**config.mk**
```make
export PLATFORM = sky130hd
export DESIGN_NAME = locked_reg_programmer_flat
export DESIGN_NICKNAME = d
export VERILOG_FILES = /design/src/rtl/locked_reg_prog_pkg.sv /design/src/rtl/locked_reg_prog_if.sv /design/src/rtl/locked_reg_prog_dec.sv /design/src/rtl/locked_reg_programmer.sv /design/src/flat_wrapper.sv
export SDC_FILE = /design/constraint.sdc
export NUM_CORES = 1
export LEC_CHECK = 0
export ABC_AREA = 1
export CAP_MARGIN = 30
export CORE_ASPECT_RATIO = 0.5
export CORE_MARGIN = 1.5
export CORE_UTILIZATION = 28
export DETAILED_ROUTE_END_ITERATION = 7
export GPL_TIMING_DRIVEN = 0
export SYNTH_ARGS = -nofsm -noshare
export SYNTH_HDL_FRONTEND = slang
export SYNTH_SLANG_ARGS = --single-unit
```
**constraint.sdc**
```tcl
create_clock -name Clk -period 3.2 [get_ports Clk]
set_input_delay 0.64 -clock Clk [delete_from_list [all_inputs] [get_ports Clk]]
set_output_delay 0.64 -clock Clk [all_outputs]
set_load 0.02 [all_outputs]
```
**src/rtl/locked_reg_prog_pkg.sv**
```systemverilog
// Shared types and constants for the locked register programmer.
package locked_reg_prog_pkg;

  typedef enum logic [1:0] {
    S_IDLE   = 2'd0,
    S_WRITE  = 2'd1,
    S_VERIFY = 2'd2,
    S_LOCK   = 2'd3
  } state_e;

  // Plain-vector state codes for the sequencer's state register
  localparam logic [1:0] ST_IDLE   = S_IDLE;
  localparam logic [1:0] ST_WRITE  = S_WRITE;
  localparam logic [1:0] ST_VERIFY = S_VERIFY;
  localparam logic [1:0] ST_LOCK   = S_LOCK;

  localparam logic [1:0] ERR_NONE   = 2'b00;
  localparam logic [1:0] ERR_LOCKED = 2'b01;
  localparam logic [1:0] ERR_VERIFY = 2'b10;
  localparam logic [1:0] ERR_ADDR   = 2'b11;

  localparam int DEFAULT_DATA_W = 16;

endpackage

```
**src/rtl/locked_reg_prog_if.sv**
```systemverilog
// Command + register-bank bus of the locked register programmer.
// slave = programmer side, master = boot master / register bank side.
interface locked_reg_prog_if #(
  parameter int NUM_REGS = 4,
  parameter int DATA_W   = 16,
  parameter int ADDR_W   = (NUM_REGS > 1) ? $clog2(NUM_REGS) : 1
);
  logic                cmd_valid;
  logic                cmd_ready;
  logic [ADDR_W-1:0]   cmd_addr;
  logic [DATA_W-1:0]   cmd_data;
  logic                cmd_trusted;
  logic                cmd_last;
  logic [DATA_W-1:0]   Data_in;
  logic [NUM_REGS-1:0] write;
  logic                trusted;
  logic                Lock;
  logic [ADDR_W-1:0]   reg_sel;
  logic [DATA_W-1:0]   rd_data;
  logic                locked;
  logic                err;
  logic [1:0]          err_code;

  modport slave (
    input  cmd_valid, cmd_addr, cmd_data, cmd_trusted, cmd_last, rd_data,
    output cmd_ready, Data_in, write, trusted, Lock, reg_sel, locked, err, err_code
  );

  modport master (
    output cmd_valid, cmd_addr, cmd_data, cmd_trusted, cmd_last, rd_data,
    input  cmd_ready, Data_in, write, trusted, Lock, reg_sel, locked, err, err_code
  );
endinterface

```
**src/rtl/locked_reg_prog_dec.sv**
```systemverilog
// Registered address-to-one-hot write strobe decoder with enable.
module locked_reg_prog_dec #(
  parameter int NUM_REGS = 4,
  parameter int ADDR_W   = 2
) (
  input  logic                Clk,
  input  logic                resetn,
  input  logic                en,
  input  logic [ADDR_W-1:0]   addr,
  output logic [NUM_REGS-1:0] write
);
  logic [NUM_REGS-1:0] hit;

  genvar gi;
  generate
    for (gi = 0; gi < NUM_REGS; gi++) begin : g_dec
      assign hit[gi] = (addr == ADDR_W'(gi));
    end
  endgenerate

  // Strobe is high for exactly the cycles the sequencer spends in WRITE
  always_ff @(posedge Clk or negedge resetn) begin
    if (!resetn) write <= '0;
    else         write <= en ? hit : '0;
  end
endmodule

```
**src/rtl/locked_reg_programmer.sv**
```systemverilog
// Sequencer that programs a bank of lockable registers and then locks them.
// Optional readback verify with retries: define LOCK_READBACK_VERIFY_EN.
module locked_reg_programmer
  import locked_reg_prog_pkg::*;
#(
  parameter int NUM_REGS  = 4,
  parameter int DATA_W    = DEFAULT_DATA_W,
  parameter int MAX_RETRY = 3,
  parameter int ADDR_W    = (NUM_REGS > 1) ? $clog2(NUM_REGS) : 1
) (
  input logic Clk,
  input logic resetn,
  locked_reg_prog_if.slave bus
);
  localparam logic [ADDR_W:0] NUM_REGS_C = (ADDR_W + 1)'(NUM_REGS);

  logic [1:0]        state_reg, state_next;
  logic [ADDR_W-1:0] addr_reg, wr_addr;
  logic [DATA_W-1:0] data_reg;
  logic              trusted_reg, last_reg;
  logic              locked_reg, err_reg, ready_reg, trusted_out_reg, lock_reg;
  logic [1:0]        err_code_reg;
  logic              accept, bad_addr, denied, start, lock_due, wr_en, wr_trusted;

  assign accept     = bus.cmd_valid & ready_reg & (state_reg == ST_IDLE);
  assign bad_addr   = ({1'b0, bus.cmd_addr} >= NUM_REGS_C);
  assign denied     = locked_reg & ~bus.cmd_trusted;
  assign start      = accept & ~bad_addr & ~denied;
  assign lock_due   = last_reg & ~locked_reg;
  assign wr_en      = (state_next == ST_WRITE);
  // On the first write the command is not captured yet, so take it from the bus
  assign wr_addr    = start ? bus.cmd_addr : addr_reg;
  assign wr_trusted = start ? bus.cmd_trusted : trusted_reg;

`ifdef LOCK_READBACK_VERIFY_EN
  localparam int RETRY_W = (MAX_RETRY > 0) ? $clog2(MAX_RETRY + 1) : 1;
  localparam logic [RETRY_W-1:0] MAX_RETRY_C = RETRY_W'(MAX_RETRY);

  logic [RETRY_W-1:0] retry_cnt;
  logic               mismatch, retry_ok;

  assign mismatch = (bus.rd_data != data_reg);
  assign retry_ok = (retry_cnt < MAX_RETRY_C);

  // Count re-attempts of the current command
  always_ff @(posedge Clk or negedge resetn) begin
    if (!resetn)                                           retry_cnt <= '0;
    else if (start)                                        retry_cnt <= '0;
    else if (state_reg == ST_VERIFY && mismatch && retry_ok) retry_cnt <= retry_cnt + RETRY_W'(1);
  end
`else
  logic unused_rd_data;
  assign unused_rd_data = ^bus.rd_data;
`endif

  // Next-state selection for IDLE -> WRITE [-> VERIFY] [-> LOCK] -> IDLE
  always_comb begin
    state_next = state_reg;
    case (state_reg)
      ST_IDLE:  if (start) state_next = ST_WRITE;
`ifdef LOCK_READBACK_VERIFY_EN
      ST_WRITE: state_next = ST_VERIFY;
      ST_VERIFY: begin
        if (!mismatch)     state_next = lock_due ? ST_LOCK : ST_IDLE;
        else if (retry_ok) state_next = ST_WRITE;
        else               state_next = ST_IDLE;
      end
`else
      ST_WRITE: state_next = lock_due ? ST_LOCK : ST_IDLE;
`endif
      default:  state_next = ST_IDLE;
    endcase
  end

  // Capture the command and keep the sticky error status
  always_ff @(posedge Clk or negedge resetn) begin
    if (!resetn) begin
      addr_reg     <= '0;
      data_reg     <= '0;
      trusted_reg  <= 1'b0;
      last_reg     <= 1'b0;
      err_reg      <= 1'b0;
      err_code_reg <= ERR_NONE;
    end else begin
      if (start) begin
        addr_reg    <= bus.cmd_addr;
        data_reg    <= bus.cmd_data;
        trusted_reg <= bus.cmd_trusted;
        last_reg    <= bus.cmd_last;
      end
      if (accept) begin
        if (bad_addr) begin
          err_reg      <= 1'b1;
          err_code_reg <= ERR_ADDR;
        end else if (denied) begin
          err_reg      <= 1'b1;
          err_code_reg <= ERR_LOCKED;
        end else begin
          err_reg      <= 1'b0;
          err_code_reg <= ERR_NONE;
        end
      end
`ifdef LOCK_READBACK_VERIFY_EN
      else if (state_reg == ST_VERIFY && mismatch && !retry_ok) begin
        err_reg      <= 1'b1;
        err_code_reg <= ERR_VERIFY;
      end
`endif
    end
  end

  // State and registered control outputs, derived from the next state
  always_ff @(posedge Clk or negedge resetn) begin
    if (!resetn) begin
      state_reg       <= ST_IDLE;
      ready_reg       <= 1'b1;
      trusted_out_reg <= 1'b0;
      lock_reg        <= 1'b0;
      locked_reg      <= 1'b0;
    end else begin
      state_reg       <= state_next;
      ready_reg       <= (state_next == ST_IDLE);
      trusted_out_reg <= wr_en & wr_trusted;
      lock_reg        <= (state_next == ST_LOCK);
      if (state_next == ST_LOCK) locked_reg <= 1'b1;
    end
  end

  locked_reg_prog_dec #(
    .NUM_REGS (NUM_REGS),
    .ADDR_W   (ADDR_W)
  ) u_dec (
    .Clk    (Clk),
    .resetn (resetn),
    .en     (wr_en),
    .addr   (wr_addr),
    .write  (bus.write)
  );

  assign bus.cmd_ready = ready_reg;
  assign bus.Data_in   = data_reg;
  assign bus.trusted   = trusted_out_reg;
  assign bus.Lock      = lock_reg;
  assign bus.reg_sel   = addr_reg;
  assign bus.locked    = locked_reg;
  assign bus.err       = err_reg;
  assign bus.err_code  = err_code_reg;
endmodule

```
**src/flat_wrapper.sv**
```systemverilog
// flat-port wrapper written by rule: the top's interface ports become plain ports
module locked_reg_programmer_flat import locked_reg_prog_pkg::*;
#(
  parameter int NUM_REGS  = 4,
  parameter int DATA_W    = DEFAULT_DATA_W,
  parameter int MAX_RETRY = 3,
  parameter int ADDR_W    = (NUM_REGS > 1) ? $clog2(NUM_REGS) : 1
)
  (Clk, resetn, bus_cmd_valid, bus_cmd_addr, bus_cmd_data, bus_cmd_trusted, bus_cmd_last, bus_rd_data, bus_cmd_ready, bus_Data_in, bus_write, bus_trusted, bus_Lock, bus_reg_sel, bus_locked, bus_err, bus_err_code);
  locked_reg_prog_if #(.NUM_REGS(NUM_REGS), .DATA_W(DATA_W), .ADDR_W(ADDR_W)) bus_i ();
  input logic Clk;
  input logic resetn;
  input wire logic [$bits(bus_i.cmd_valid)-1:0] bus_cmd_valid;
  input wire logic [$bits(bus_i.cmd_addr)-1:0] bus_cmd_addr;
  input wire logic [$bits(bus_i.cmd_data)-1:0] bus_cmd_data;
  input wire logic [$bits(bus_i.cmd_trusted)-1:0] bus_cmd_trusted;
  input wire logic [$bits(bus_i.cmd_last)-1:0] bus_cmd_last;
  input wire logic [$bits(bus_i.rd_data)-1:0] bus_rd_data;
  output wire logic [$bits(bus_i.cmd_ready)-1:0] bus_cmd_ready;
  output wire logic [$bits(bus_i.Data_in)-1:0] bus_Data_in;
  output wire logic [$bits(bus_i.write)-1:0] bus_write;
  output wire logic [$bits(bus_i.trusted)-1:0] bus_trusted;
  output wire logic [$bits(bus_i.Lock)-1:0] bus_Lock;
  output wire logic [$bits(bus_i.reg_sel)-1:0] bus_reg_sel;
  output wire logic [$bits(bus_i.locked)-1:0] bus_locked;
  output wire logic [$bits(bus_i.err)-1:0] bus_err;
  output wire logic [$bits(bus_i.err_code)-1:0] bus_err_code;
  assign bus_i.cmd_valid = bus_cmd_valid;
  assign bus_i.cmd_addr = bus_cmd_addr;
  assign bus_i.cmd_data = bus_cmd_data;
  assign bus_i.cmd_trusted = bus_cmd_trusted;
  assign bus_i.cmd_last = bus_cmd_last;
  assign bus_i.rd_data = bus_rd_data;
  assign bus_cmd_ready = bus_i.cmd_ready;
  assign bus_Data_in = bus_i.Data_in;
  assign bus_write = bus_i.write;
  assign bus_trusted = bus_i.trusted;
  assign bus_Lock = bus_i.Lock;
  assign bus_reg_sel = bus_i.reg_sel;
  assign bus_locked = bus_i.locked;
  assign bus_err = bus_i.err;
  assign bus_err_code = bus_i.err_code;
  locked_reg_programmer #(.NUM_REGS(NUM_REGS), .DATA_W(DATA_W), .MAX_RETRY(MAX_RETRY), .ADDR_W(ADDR_W)) u_core (.Clk(Clk), .resetn(resetn), .bus(bus_i));
endmodule
```
## Word-level counts from Yosys, hierarchy flattened

Cells that the tools add are included.

- Bits in registers: 33
- Bits in latches: 0
- Memory bits (writable): 0
- Bits in read-only memories: 0
- Input bits: 39
- Output and inout port bits: 29
- Word-level logic and storage cells: 38
- Memories: 0

- Add/sub/neg operators: 0
- Multipliers: 0
- Divide/modulo/power cells: 0
- Order comparisons: 0
- Equal/unequal tests: 6
- Shift operators: 0
- Mux-type cells: 8
- Bitwise operators: 9
- Reduce and logical (&&, ||, !) cells: 3

Operators with widths:

| operator | count |
|---|---|
| 1-bit AND | 6 |
| 2-bit by 1-bit equality test with 1-bit output (second input constant) | 3 |
| 2-bit equality test (second input constant) | 3 |
| 2-bit logical NOT | 3 |
| 2-bit 2-to-1 mux | 3 |
| 4-bit 2-to-1 mux | 1 |
| 2-bit one-hot mux with 2 select lines | 1 |
| 1-bit 2-to-1 mux | 3 |
| 1-bit NOT | 3 |

## Depth between registers and ports, before layout

- Depth after elaboration: 8
- Gate-level depth with buffers: 7
- Depth with buffers taken out: 6

## Hierarchy

From an unflattened synthesis, not the netlist that was laid out.

- Cells, all modules: 125
- Area, all modules: 1253.7 um2

Modules (own cells, without submodules):

| module | times used | cells an instance | area an instance (um2) | seq. area each (um2) |
|---|---|---|---|---|
| locked_reg_programmer | 1 | 113 | 1123.6 | 651.9 |
| locked_reg_prog_dec | 1 | 12 | 130.1 | 100.1 |

## Worst setup path before layout

Ideal clock, no wire load.

- Kind: input port to flip-flop
- Start point: input port bus_cmd_valid
- End point: register u_core.addr_reg[1] (netlist: u_core.bus.reg_sel[1])
- Setup time: 0.120 ns
- Data arrival time: 1.183 ns
- Required time: 3.080 ns
- Setup slack: 1.897 ns
- Cell stages on the path: 6
- Path through: nand2_1 > inv_1 > nand3_4 > buf_2 > nand2_1 > nand2_1

- Word-level cells in the longest chain between the ends: 4

Ends and longest elaborated chain:

| what | line | RTL |
|---|---|---|
| start: declaration | flat_wrapper.sv:13 | `input wire logic [$bits(bus_i.cmd_valid)-1:0] bus_cmd_valid;` |
| 1-bit AND (2 in series) | locked_reg_programmer.sv:25 | `assign accept = bus.cmd_valid & ready_reg & (state_reg == ST_IDLE);` |
| 1-bit AND | locked_reg_programmer.sv:28 | `assign start = accept & ~bad_addr & ~denied;` |
| 2-bit 2-to-1 mux | - |  |
| net u_core.u_dec.addr[1] | locked_reg_prog_dec.sv:9 | `input logic [ADDR_W-1:0] addr,` |
| end signal: assignment | locked_reg_programmer.sv:86 | `addr_reg <= bus.cmd_addr;` |
| end: declaration | locked_reg_programmer.sv:18 | `logic [ADDR_W-1:0] addr_reg, wr_addr;` |

The timed path passes the listed nets, and every way through them passes these cells.
A chain may end at the register's enable or synchronous reset.

## Worst setup path in the final report

- Start point: register u_core.ready_reg (netlist: u_core.bus.cmd_ready)
- End point: output port bus_cmd_ready

RTL lines:

| what | line | RTL |
|---|---|---|
| start: declaration | locked_reg_programmer.sv:21 | `logic locked_reg, err_reg, ready_reg, trusted_out_reg, lock_reg;` |
| start signal: assignment | locked_reg_programmer.sv:122 | `ready_reg <= (state_next == ST_IDLE);` |
| end: declaration | flat_wrapper.sv:19 | `output wire logic [$bits(bus_i.cmd_ready)-1:0] bus_cmd_ready;` |

No word-level cell between the ends.

==> results.toml <==
[sta]
rsz0062_at_grt = "false"
max-slew-margin-rel_pct = 58.8
finalCritPeriodShare_pct = 63.7
fin_skew_ps = 4.87
clock.fmax_mhz = 491
worst_pin_slew_ps = 615
setup_viol = 0
drv_slew = 0
finalHoldViolCount = 0
setup_tns_ps = 0
period_needed_ps = 2040

[worst_setup_path]
cp.buffers_inverters = 1
path_class = "flip-flop to output port"
worstSetupEndpointType = "output port"
cpMaxStageDelayCell = "clkdlybuf4s50_1"
cpLargestDelayFamily = "buffers and inverters"
crit_chain = "clkdlybuf4s50_1"
start_kind = "flip-flop"
required_ps = 2560
arrival_ps = 1400
critPathMaxStageDelay_ps = 590
worstPathMaxFanout = 2

[global_route]
grt_max_degree = 20
grt_pass1_wl_um = 3830
grt_overflow = 0
grt_usage_pct = 11.2
antenna_found_initial = 0
grt_pass1_vias = 819

[route]
drc = 0
vias = 904
drt-initial-drc-count = 49
ant_nets = 0
drt-wirelength-per-cell_um = 10.1
firstDrtPassIters = 4
vias_per_cell = 3.85
drt_wl_total_um = 2380

[floorplanning]
die_h_um = 48.4
ios = 68
start_util_pct = 29.4
coreArea_mm2 = 0.00392
die_area_mm2 = 0.00454
rows = 16
die_x_um = 93.8

[synth]
synthTopCellsByArea = "dfrtp_1 63%, nand2_1 20%, inv_1 2.6%"
synthSimpleGateAreaFrac_pct = 27.5
yosysSeqAreaShare_pct = 65.2
yosys.area.top_type_share_pct = 62.9
syn_nets = 161
synth_cell_types = 17
yosysWarnings = 0
ys_ff_latch = 30
yosysTopAreaCell = "dfrtp_1"
synth_top_family_by_area = "simple AND/OR/NAND/NOR gates"
synth-xor-area-share_pct = 0
synth_compound_area_share_pct = 0.434
synth.cell_area_mm2 = 0.00115
avgSynthCellArea_um2 = 9.46
muxShareOfSynthArea_pct = 0
syn_inst = 122
synth_fa_ha_area_share_pct = 0

[clocking]
numClockSinks = 30
post-cts-setup-buffers = 0
htree_levels = 2
cts_root_buf = "clkbuf_8"
cts_buffer_depth = 2
clkLatencyLatePin_ps = 270
path_clk_slew_ps = 60
cts_buffers = 5
hold_buffers = 0
cts_tree = "built"
cts.repair.resized = 0

[placed_design]
portBuffers = 50
place.gp.congestion = 0.702
dpl.hpwl_um = 1790

[job]
cap_violations = 0

[pwr]
p_leak_uw = 0.000932
pwr_density_cell_mw_per_mm2 = 914
ir_drop_uv = 268

[finish]
fin_util_pct = 47.4
fin_nets = 219
area_growth_pct = 61.2
largest_reg_flops = 16
drive_gt1_share_pct = 11.0
nFillCells = 381
n_antenna_cell = 0

[hold_path]
min_path_type = "flip-flop to flip-flop"

[outcome]
status = "completed"
cell usage in the layout (no fill, tap or decap), drive strengths merged:
| cell type | n |
|---|---|
| nand2 | 64 |
| clkdlybuf4s50 | 50 |
| dfrtp | 29 |
| inv | 9 |
| clkbuf | 8 |
| nor2 | 7 |
| buf | 6 |
| nand4 | 2 |
| nand3 | 2 |
| or2 | 1 |
| o21ai | 1 |
| conb | 1 |
| dfstp | 1 |
report_power, final:
group	total [µW]	internal [µW]	switching, µW
Clock	352	217	135
Sequential	602	525	76.8
Combinational	744	355	389
Total	1700	1100	601
worst reg2reg max path: cells and delay by family (launching register included):
| family | cells | cell delay [ps] |
|---|---|---|
| DFF | 1 | 530 |
| buffers and inverters | 3 | 420 |
| and+or+nand+nor | 4 | 260 |
metrics by stage:
| step | setup WS, ps | hold slack (ps) | cells | total power (µW) | area, µm² |
|---|---|---|---|---|---|
| final | 1160 | 477 | 235 | 1700 | 1860 |
| after global routing | 1140 | 503 | 235 | 1810 | 1860 |
| after CTS | 1150 | 481 | 235 | 1720 | 1860 |
| after detailed placement | 1320 | 464 | 227 | 1360 | 1750 |
| after global placement | 968 | 462 | 226 | 1350 | 1720 |
| after floorplan | 1900 | 344 | 122 | 995 | 1150 |
cells in the mapped netlist:
cell and n:
buf_2 1, nand2_1 63, inv_4 1, buf_6 1
or2_2 1, o21ai_0 1, nor2_1 6, dfrtp_1 29
nand3_1 1, nor2_4 1, nand3_4 1, nand4_1 2
buf_4 3, nand2_2 1, inv_1 8, conb_1 1
dfstp_2 1
worst paths after layout:
kind                                                        start  slack (ps)  cells past startpoint                            endpoint
worst max-delay path               u_core.bus.cmd_ready$_DFF_PN1_        1160                      1                       bus_cmd_ready
worst min-delay path            u_core.bus.Data_in[6]$_DFFE_PN0N_         480                      2   u_core.bus.Data_in[6]$_DFFE_PN0N_
worst max register to register     u_core.bus.cmd_ready$_DFF_PN1_        1910                      7   u_core.bus.Data_in[9]$_DFFE_PN0N_
worst min register to register  u_core.bus.Data_in[6]$_DFFE_PN0N_         480                      2   u_core.bus.Data_in[6]$_DFFE_PN0N_
max in group asynchronous                                  resetn        1870                      2      u_core.bus.cmd_ready$_DFF_PN1_
min in group asynchronous                                  resetn         750                      1  u_core.bus.Data_in[13]$_DFFE_PN0N_
area by class of cell:
class | instances | area [µm²] | share of cell area (%)
Multi-Input combinational cell | 78 | 327 | 17.6
Inverter | 9 | 36.3 | 1.95
Buffer | 5 | 38.8 | 2.09
Sequential cell | 30 | 752 | 40.4
Clock buffer | 8 | 110 | 5.92
Timing Repair Buffer | 51 | 528 | 28.4
Tap cell | 54 | 67.6 | 3.63
cells by family after synthesis:
group | Yosys count
flip-flops | 30
AND/OR/NAND/NOR | 76
AO/OA/AOI/OAI | 1
other | 1
buffers and inverters | 14
routing by layer:
metal,part of all wire [%],routed length (µm),GRT usage [%],vias up
met2,48,1150,17.6,18
met5,0,0,0,-
li1,-,-,-,474
met4,0.88,21,3.73,0
met3,4.2,101,4.40,4
met1,47,1110,14.1,408
No activity file was read; power rests on OpenSTA's default activity.
